$ cat src/rtl/adder_arb_pkg.sv
// ============================================================================
// Module      : adder_arb_pkg
// Description : Shared types for the adder arbiter: FSM state encoding and the
//               registered response tuple.
// Revision    : 1.0 - initial release
// ============================================================================
`default_nettype none

package adder_arb_pkg;

    // Response fields are sized for the widest supported configuration;
    // instances use the low-order bits of each field.
    localparam int unsigned c_MAX_BIT_WIDTH = 32;
    localparam int unsigned c_MAX_ID_W      = 3;

    typedef enum logic [1:0] {
        ST_IDLE  = 2'd0,
        ST_ISSUE = 2'd1,
        ST_WAIT  = 2'd2,
        ST_RESP  = 2'd3
    } arb_state_t;

    typedef struct packed {
        logic [c_MAX_BIT_WIDTH-1:0] sum;
        logic                       ovf;
        logic [c_MAX_ID_W-1:0]      id;
    } resp_t;

    function automatic resp_t pack_resp(
        input logic [c_MAX_BIT_WIDTH-1:0] sum,
        input logic                       ovf,
        input logic [c_MAX_ID_W-1:0]      id
    );
        resp_t r;
        r.sum = sum;
        r.ovf = ovf;
        r.id  = id;
        return r;
    endfunction

endpackage

`default_nettype wire

$ cat src/rtl/rr_picker.sv
// ============================================================================
// Module      : rr_picker
// Description : Combinational round-robin selector. Searches the valid vector
//               upward from ptr with wrap, returning a one-hot grant + index.
// Revision    : 1.0 - initial release
// ============================================================================
`default_nettype none

module rr_picker #(
    parameter int NUM_REQ = 4,
    parameter int ID_W    = $clog2(NUM_REQ)
) (
    input  logic [NUM_REQ-1:0] valid,
    input  logic [ID_W-1:0]    ptr,
    output logic [NUM_REQ-1:0] grant,
    output logic [ID_W-1:0]    index,
    output logic               any
);

    logic [ID_W-1:0] w_pos;

    always_comb begin
        grant = '0;
        index = '0;
        any   = 1'b0;
        w_pos = '0;
        for (int k = 0; k < NUM_REQ; k++) begin
            w_pos = ID_W'((int'(ptr) + k) % NUM_REQ);
            if (!any && valid[w_pos]) begin
                grant[w_pos] = 1'b1;
                index        = w_pos;
                any          = 1'b1;
            end
        end
    end

endmodule

`default_nettype wire

$ cat src/rtl/adder_arbiter.sv
// ============================================================================
// Module      : adder_arbiter
// Description : Round-robin arbiter sharing one external registered adder among
//               NUM_REQ requesters; one operation in flight at a time.
// Revision    : 1.0 - initial release
// ============================================================================
`default_nettype none

module adder_arbiter
    import adder_arb_pkg::*;
#(
    parameter int BIT_WIDTH = 4,
    parameter int NUM_REQ   = 4
) (
    input  logic                         clk,
    input  logic                         rst,
    input  logic [NUM_REQ-1:0]           req_valid,
    input  logic [NUM_REQ*BIT_WIDTH-1:0] req_a,
    input  logic [NUM_REQ*BIT_WIDTH-1:0] req_b,
    input  logic [NUM_REQ-1:0]           req_cin,
    output logic [NUM_REQ-1:0]           req_ready,
    output logic                         resp_valid,
    input  logic                         resp_ready,
    output logic [BIT_WIDTH-1:0]         resp_sum,
    output logic                         resp_ovf,
    output logic [$clog2(NUM_REQ)-1:0]   resp_id,
    output logic [BIT_WIDTH-1:0]         add_a,
    output logic [BIT_WIDTH-1:0]         add_b,
    output logic                         add_cin,
    input  logic [BIT_WIDTH-1:0]         add_sum,
    input  logic                         add_ovf,
    output logic                         busy
);

    localparam int c_ID_W = $clog2(NUM_REQ);

    arb_state_t           r_state;
    logic [c_ID_W-1:0]    r_ptr;
    logic [c_ID_W-1:0]    r_id;
    logic [BIT_WIDTH-1:0] r_a;
    logic [BIT_WIDTH-1:0] r_b;
    logic                 r_cin;
    resp_t                r_resp;
    logic                 r_resp_valid;
    logic                 r_busy;

    logic [NUM_REQ-1:0]   w_grant;
    logic [c_ID_W-1:0]    w_idx;
    logic                 w_any;
    logic [c_ID_W-1:0]    w_ptr_next;
    logic [BIT_WIDTH-1:0] w_a_arr [NUM_REQ];
    logic [BIT_WIDTH-1:0] w_b_arr [NUM_REQ];

    generate
        for (genvar i = 0; i < NUM_REQ; i++) begin : g_unpack
            assign w_a_arr[i] = req_a[i*BIT_WIDTH +: BIT_WIDTH];
            assign w_b_arr[i] = req_b[i*BIT_WIDTH +: BIT_WIDTH];
        end
    endgenerate

    rr_picker #(
        .NUM_REQ (NUM_REQ),
        .ID_W    (c_ID_W)
    ) u_picker (
        .valid (req_valid),
        .ptr   (r_ptr),
        .grant (w_grant),
        .index (w_idx),
        .any   (w_any)
    );

    assign w_ptr_next = (w_idx == c_ID_W'(NUM_REQ - 1)) ? '0 : w_idx + c_ID_W'(1);

    // Grant is only offered from IDLE and never while reset is held.
    assign req_ready  = (r_state == ST_IDLE && !rst) ? w_grant : '0;

    assign add_a      = r_a;
    assign add_b      = r_b;
    assign add_cin    = r_cin;
    assign resp_valid = r_resp_valid;
    assign resp_sum   = r_resp.sum[BIT_WIDTH-1:0];
    assign resp_ovf   = r_resp.ovf;
    assign resp_id    = r_resp.id[c_ID_W-1:0];
    assign busy       = r_busy;

    // Upper bits of the shared response tuple stay zero at narrower widths.
    logic [$bits(resp_t)-1:0] w_resp_unused;
    assign w_resp_unused = r_resp;

    always_ff @(posedge clk or posedge rst) begin
        if (rst) begin
            r_state      <= ST_IDLE;
            r_ptr        <= '0;
            r_id         <= '0;
            r_a          <= '0;
            r_b          <= '0;
            r_cin        <= 1'b0;
            r_resp       <= '0;
            r_resp_valid <= 1'b0;
            r_busy       <= 1'b0;
        end else begin
            case (r_state)
                ST_IDLE: begin
                    if (w_any) begin
                        r_a     <= w_a_arr[w_idx];
                        r_b     <= w_b_arr[w_idx];
                        r_cin   <= req_cin[w_idx];
                        r_id    <= w_idx;
                        r_ptr   <= w_ptr_next;
                        r_busy  <= 1'b1;
                        r_state <= ST_ISSUE;
                    end
                end
                ST_ISSUE: begin
                    r_state <= ST_WAIT;
                end
                ST_WAIT: begin
                    r_resp       <= pack_resp(c_MAX_BIT_WIDTH'(add_sum), add_ovf,
                                              c_MAX_ID_W'(r_id));
                    r_resp_valid <= 1'b1;
                    r_state      <= ST_RESP;
                end
                ST_RESP: begin
                    if (resp_ready) begin
                        r_resp_valid <= 1'b0;
                        r_busy       <= 1'b0;
                        r_state      <= ST_IDLE;
                    end
                end
                default: begin
                    r_resp_valid <= 1'b0;
                    r_busy       <= 1'b0;
                    r_state      <= ST_IDLE;
                end
            endcase
        end
    end

endmodule

`default_nettype wire
$ cat config.mk
export PLATFORM = sky130hd
export DESIGN_NAME = adder_arbiter
export DESIGN_NICKNAME = d
export VERILOG_FILES = /design/src/rtl/adder_arb_pkg.sv /design/src/rtl/rr_picker.sv /design/src/rtl/adder_arbiter.sv
export SDC_FILE = /design/constraint.sdc
export NUM_CORES = 1
export LEC_CHECK = 0
export ABC_AREA = 1
export BUFFER_PORTS_ARGS = -buffer_cell sky130_fd_sc_hd__buf_2
export CAP_MARGIN = 20
export CELL_PAD_IN_SITES_DETAIL_PLACEMENT = 2
export CELL_PAD_IN_SITES_GLOBAL_PLACEMENT = 2
export CORE_AREA = 2 2 87 89
export CTS_CLUSTER_DIAMETER = 100
export DETAILED_ROUTE_END_ITERATION = 12
export DIE_AREA = 0 0 89 91
export HOLD_SLACK_MARGIN = 0.1
export PLACE_DENSITY = 0.82
export SLEW_MARGIN = 20
export SYNTH_ARGS = -nofsm -noshare
export SYNTH_HDL_FRONTEND = slang
export SYNTH_SLANG_ARGS = --single-unit
$ cat constraint.sdc
create_clock -name clk -period 4.8 [get_ports clk]
set_input_delay 1.2 -clock clk [delete_from_list [all_inputs] [get_ports clk]]
set_output_delay 1.2 -clock clk [all_outputs]
set_load 0.01 [all_outputs]
; ---- After elaboration in Yosys (flattened, before gate mapping)
; Cells that the tools add are included.
[word_totals]
wordCells = 99
in_bits = 48
out_inout_bits = 22
reg_bits = 24
[op_classes]
n_lt_le_gt_ge = 10
addsub = 4
reduce_logical = 19
n_mux = 45
n_bitwise = 4
eq_ne = 6
[op_table]
columns = op, n
row1 = $mux W4, 9
row2 = $bmux W4 S2, 2
row3 = $lt A2 B3 Y1 const B, 5
row4 = $mux W1, 15
row5 = $mux W2, 7
row6 = $or A4 B4 Y4, 3
row7 = $bmux W1 S2, 5
row8 = $demux W1 S2, 4
row9 = $ge A2 B1 Y1 const B, 4
row10 = $logic_and A1 B1 Y1, 8
row11 = $pmux W2 S4, 1
row12 = $eq A2 B2 Y1 const B, 3
row13 = $reduce_and A2 Y1, 3
row14 = $add A2 B1 Y2 const B, 2
row15 = $add A2 B2 Y2 const B, 2
row16 = $logic_not A1 Y1, 4
row17 = $pmux W1 S2, 2
row18 = $reduce_bool A2 Y1, 2
row19 = $ge A3 B3 Y1 const B, 1
row20 = $not A2 Y3, 1
row21 = $reduce_and A3 Y1, 1
row22 = $eq A2 B1 Y1 const B, 1
row23 = $logic_not A2 Y1, 1
row24 = $ne A2 B1 Y1 const B, 1
row25 = $ne A2 B2 Y1 const B, 1

; ---- Logic depth before layout (Yosys ltp)
[depth]
depth_word = 16
ltp_mapped = 16
depth_no_buf = 14

; ---- By module
; Synthesis repeated with hierarchy kept, for this count alone.
[unflattened]
hier_cells = 281
area_unflattened_um2 = 1841.8
[by_module_without_submodules]
columns = mod, seq_area_each_um2, area_each_um2, n_inst, cells_per_inst
row1 = adder_arbiter, 600.6, 1401.3, 1, 207
row2 = rr_picker, 0.0, 440.4, 1, 74

; ---- Least setup slack after synthesis
; OpenSTA, ideal clock, no wires.
[synth_path]
path_kind = input -> output
startpoint = in req_valid[3]
endpoint = out req_ready[2]
path_buffers = 0
cell_stages = 11
t_required_ns = 3.600
slack_ns = 1.504
t_arrival_ns = 2.096
cell_sequence = inv_1 > nand2_1 > nand3_2 > nand2_4 > inv_4 > nand2_2 > nor2_1 > nand2_1 > o211ai_1 > nand2_1 > inv_1
[synth_via]
elab_chain_cells = 13
word_cells_on_any_way = 25
classes_between = mux: 16 / bitwise: 3 / reduce/logical: 6
[synth_rtl]
columns = item, line
row1 = from (decl), adder_arbiter.sv:17  ; input logic [NUM_REQ-1:0] req_valid,
row2 = $bmux W1 S2, rr_picker.sv:29  ; if (!any && valid[w_pos]) begin
row3 = $mux W1 (not written as such), rr_picker.sv:29
row4 = $mux W1, rr_picker.sv:29
row5 = $logic_not A1 Y1, rr_picker.sv:29
row6 = $logic_and A1 B1 Y1, rr_picker.sv:29
row7 = $mux W1, rr_picker.sv:29
row8 = $logic_not A1 Y1, rr_picker.sv:29
row9 = $logic_and A1 B1 Y1, rr_picker.sv:29
row10 = $mux W1, rr_picker.sv:29
row11 = $logic_not A1 Y1, rr_picker.sv:29
row12 = $logic_and A1 B1 Y1, rr_picker.sv:29
row13 = $mux W4 *, rr_picker.sv:29
row14 = $mux W4 *, adder_arbiter.sv:75  ; assign req_ready = (r_state == ST_IDLE && !rst) ? w_grant : '0;
row15 = to (decl), adder_arbiter.sv:21  ; output logic [NUM_REQ-1:0] req_ready,
; Every way passes the cells marked *; elsewhere a longest branch is shown, timed or not. The select of a mux whose other input is x is not followed.

; ---- Worst setup path in the final report
[layout_path]
startpoint = reg r_ptr[0]
endpoint = out req_ready[2]
[layout_via]
elab_chain_cells = 13
word_cells_on_any_way = 48
classes_between = add/sub: 3 / order compare: 8 / mux: 24 / bitwise: 3 / reduce/logical: 10
[layout_rtl]
columns = item, line
row1 = from (decl), adder_arbiter.sv:38  ; logic [c_ID_W-1:0] r_ptr;
row2 = from (signal assigned), adder_arbiter.sv:109  ; r_ptr <= w_ptr_next;
row3 = "parallel branches: the longest is 11 deep, another holds $lt A2 B3 Y1", --
row4 = $mux W4 *, rr_picker.sv:29
row5 = $mux W4 *, adder_arbiter.sv:75
; Every way passes the cells marked *. The select of a mux whose other input is x is not followed.

==> out/metrics.sh <==
MAX_FO_CRITICAL_PATH=14
HOLD-PATH-CELL-COUNT=2
SYNTH_TOP_FLOP_CELL='sky130_fd_sc_hd__dfrtp_1'
TIMING_HOLD_VIOLATIONS_FINAL=0
FINALSETUPVIOLATIONS=0
MAX_FREQ_GHz=0.2600
CORE_AREA_SQ_UM=7137
SLOWEST_DELAY_NS=0.74
NUMBER_OF_SYNTHESIZED_FLOPS_WITH_AN_ENABLE_PIN=0
WORST_SETUP_HOLD_PATH_CLK_SLEW_NS=0.09
STATUS='finished, final reports clean'
HOLD_PATH.CLASS='register to register'
SYNTHTOLAYOUTAREAGROWTH_PCT=24.81
FINISH.NET_COUNT=406
WORST_SETUP_PATH_START_KIND='register'
ROWS=31
POST_CTS_RESIZED=0
DP_HPWL_MICRONS=4898
YOSYSTOPAREACELLSHARE_PCT=30.69
LIST_OF_CELLS_TRAVERSED_BY_THE_CRITICAL_PATH='inv_6, ha_1, inv_1, nand3_2, nand2_4, nand2_2, nor2_1, nand2_1, o211ai_1, nand2_1, inv_1, buf_2'
NUM_IO_PINS=70
CTS_TREE='done'
MAXSLEWVIOLCOUNT=0
PATH_BUF_INV=4
SYNTH_CELLS=278
MIN_FROM='r_id[1]'
GRT_SETUP_UNREPAIRED='false'
FIN_CRIT_NS=3.846
DRC=0
BUFFER_PORTS.INSERTED=69
SYNTH_FP_NETS=337
DIEHEIGHT_MICRONS=91
WORST_EP_REQUIRED_TIME_NS=3.60
SETUP_BUFS_POST_CTS=0
SETUP.WORST_PATH.START='r_ptr[0]'
MOST_COMMON_CELL_IN_THE_NETLIST='sky130_fd_sc_hd__nand2_1'
WIRE_PER_INST_MICRONS=13.18
CRIT_TYPE='register to output pin'
TRACK_USAGE_PCT=15.83
WORST-SLEW-PIN-TRANSITION_NS=0.8915
CLOCK-SKEW-FINAL_NS=0.007587
TRITONCTS_NUM_SINKS=24
SYNTH.CELLS.MOST_FREQUENT='sky130_fd_sc_hd__nand2_1 (76), sky130_fd_sc_hd__inv_1 (55), sky130_fd_sc_hd__nand3_1 (36), sky130_fd_sc_hd__dfrtp_1 (24), sky130_fd_sc_hd__ha_1 (11)'
ASYNCSETRESETFLOPFRACSYNTH_PCT=100.0
CP_DATA_ARRIVAL_TIME_NS=2.65
ROUTED_VIA_DENSITY=4.402
YS_TOP_CELLS_BY_AREA='sky130_fd_sc_hd__dfrtp_1 (31%), sky130_fd_sc_hd__nand2_1 (15%), sky130_fd_sc_hd__inv_1 (11%), sky130_fd_sc_hd__nand3_1 (9.2%), sky130_fd_sc_hd__ha_1 (7.0%)'
FINAL_CELL_AREA_SQ_UM=2442
ROUTED-VIA-COUNT=1959
FINAL_STANDARD_CELL_UTILIZATION_OF_THE_CORE_PCT=34.22
ANTENNA-DIODE-COUNT=0
MAXCAPVIOLATIONS=0
WORSTSKEWPAIRLATENCY_NS=0.27
TIMING.FINAL.WS_SETUP_NS=0.9536
SYNTH_WARNINGS=0
GRT_ANTENNA_BEFORE_REPAIR=0
FIRST_PASS_DRT_ITERATIONS=4
WORST-PATH-STAGES=12
DRIVE_GT1_SHARE_PCT=31.50
YOSYSUNIQUECELLTYPES=29
PLACED_CELL_AREA_SQ_UM=2387
DIEAREA_SQ_UM=8099
FILL_CELLS=922
INITIAL_UTILIZATION_PCT=27.42
POWER_PER_CELL_AREA_nW_PER_UM2=730.9
WORST-R2R-CELL-COUNT=12
TIMING.RR.START='r_ptr[0]'
YS_FF_LATCH=24
CTS_MAX_PATH_BUFFERS=2
HTREE_LEVELS=1
SUMMED_NEGATIVE_SETUP_SLACK_OVER_ALL_ENDPOINTS_NS=0
CRIT_PATH_END_KIND='output pin'
GRT_PASS1_WL_MICRONS=10460
GATE_FAMILY_RESPONSIBLE_FOR_THE_MOST_DELAY_ALONG_THE_WORST_PATH='flip-flops'
ROUTE.FINAL.WIRE_LENGTH_MICRONS=5866
FINALCRITPERIODSHARE_PCT=80.13
CLOCK_BUFFER_COUNT_FROM_CTS=3
FINALWEIGHTEDCONGESTION=0.8054
DRT_ITER0_DRC=33
SYNTH_TOP_CELL_BY_AREA='sky130_fd_sc_hd__dfrtp_1'
IR_DROP_V=0.0002264
DP_SLACK_NS=1.021
DIE_WIDTH_MICRONS=89
SYNTH-SEQ-AREA-SHARE_PCT=30.69
REMAINING_GLOBAL_ROUTE_OVERFLOW=0
GRT_PASS1_VIAS=2163
GRT_MAX_DEGREE=26
POWER.LEAKAGE_nW=1.430
CRIT_SLOWEST_CELL='sky130_fd_sc_hd__dfrtp_1'
CTS_HOLD_BUFS=0
CLOCKROOTBUFFER='sky130_fd_sc_hd__clkbuf_8'
RELATIVE_SLEW_SLACK_PCT=40.20
SYN-MEAN-INSTANCE-AREA_SQ_UM=7.039
ANTENNA_VIOLATING_NETS_POST_ROUTE=0
POST_SYNTH_INSTANCE_AREA_SQ_UM=1957
-- metal layers --
metal | wire (microns) | track usage (%) | up-vias
met5 | 0 | 0 | -
met4 | 8 | 1.493 | 0
met3 | 244 | 3.091 | 2
met2 | 3010 | 27.05 | 41
met1 | 2603 | 21.30 | 922
li1 | - | - | 994
-- per-stage QoR --
| stage | hold slack, ns | power [mW] | instances |
|---|---|---|---|
| 5_1_grt | 0.5214 | 2.016 | 445 |
| 3_3_place_gp | 0.4628 | 1.613 | 441 |
| 2_1_floorplan | 0.4439 | 1.342 | 278 |
| 6_report | 0.4878 | 1.785 | 445 |
| 4_1_cts | 0.4982 | 1.826 | 445 |
| 3_5_place_dp | 0.4798 | 1.681 | 441 |
-- report_power, final --
| part | switching, mW | internal (mW) |
|---|---|---|
| Sequential | 0.0843 | 0.308 |
| Combinational | 0.818 | 0.435 |
| Clock | 0.0675 | 0.0733 |
| Total | 0.969 | 0.816 |
-- cell families after synthesis --
logic type / after synthesis / synth area share, %
adders and majority gates: 11 / 7.033
DFF: 24 / 30.69
AOI/OAI and AO/OA: 23 / 6.458
buffers and inverters: 63 / 13.49
muxes: 7 / 4.028
and+or+nand+nor: 150 / 38.30
-- worst reg2reg max path, stage by stage (launching register included) --
cell and delay (ns):
sky130_fd_sc_hd__dfrtp_1 0.74, sky130_fd_sc_hd__inv_6 0.14, sky130_fd_sc_hd__ha_1 0.37, sky130_fd_sc_hd__inv_1 0.13, sky130_fd_sc_hd__nand3_1 0.12, sky130_fd_sc_hd__nand2_1 0.17, sky130_fd_sc_hd__nand4_4 0.15, sky130_fd_sc_hd__nand2_4 0.15
sky130_fd_sc_hd__nand2_4 0.18, sky130_fd_sc_hd__inv_1 0.27, sky130_fd_sc_hd__nand2_1 0.09, sky130_fd_sc_hd__nand3_1 0.09, sky130_fd_sc_hd__nand3_1 0.09
-- area by class of cell --
class / count / area [sq um] / area share [%]
clock buffer: 4 / 55.05 / 2.254
sequential: 24 / 600.6 / 24.59
tap: 99 / 123.9 / 5.072
timing repair buffer: 69 / 345.3 / 14.14
inverter: 58 / 225.2 / 9.221
multi-input combinational: 191 / 1092 / 44.72
-- cells in the final DEF (no fill, tap or decap), drive strengths merged --
cell,instances
a21oi,7
or2,4
inv,57
mux2,7
buf,69
clkinv,1
o22ai,3
a22oi,1
nand2,89
dfrtp,24
o211ai,1
nor2,14
o21ai,10
nand4,2
nand3,41
clkbuf,4
a21boi,1
ha,11
-- path summary, 6_finish.rpt --
check	slack, ns	to
max in group asynchronous	3.37	add_b[3]
worst max-delay path	0.95	req_ready[2]
worst min register to register	0.49	r_id[1]
worst min-delay path	0.49	r_id[1]
worst max register to register	1.98	add_cin
min in group asynchronous	1.01	busy
-- flip-flops by register name (all words and copies together), names as in the netlist --
name        count
r_ptr           2
resp_valid      1
add_a           4
r_state         2
resp_id         2
add_cin         1
busy            1
resp_ovf        1
add_b           4
r_id            2
resp_sum        4
(Power assumes the default switching activity.)
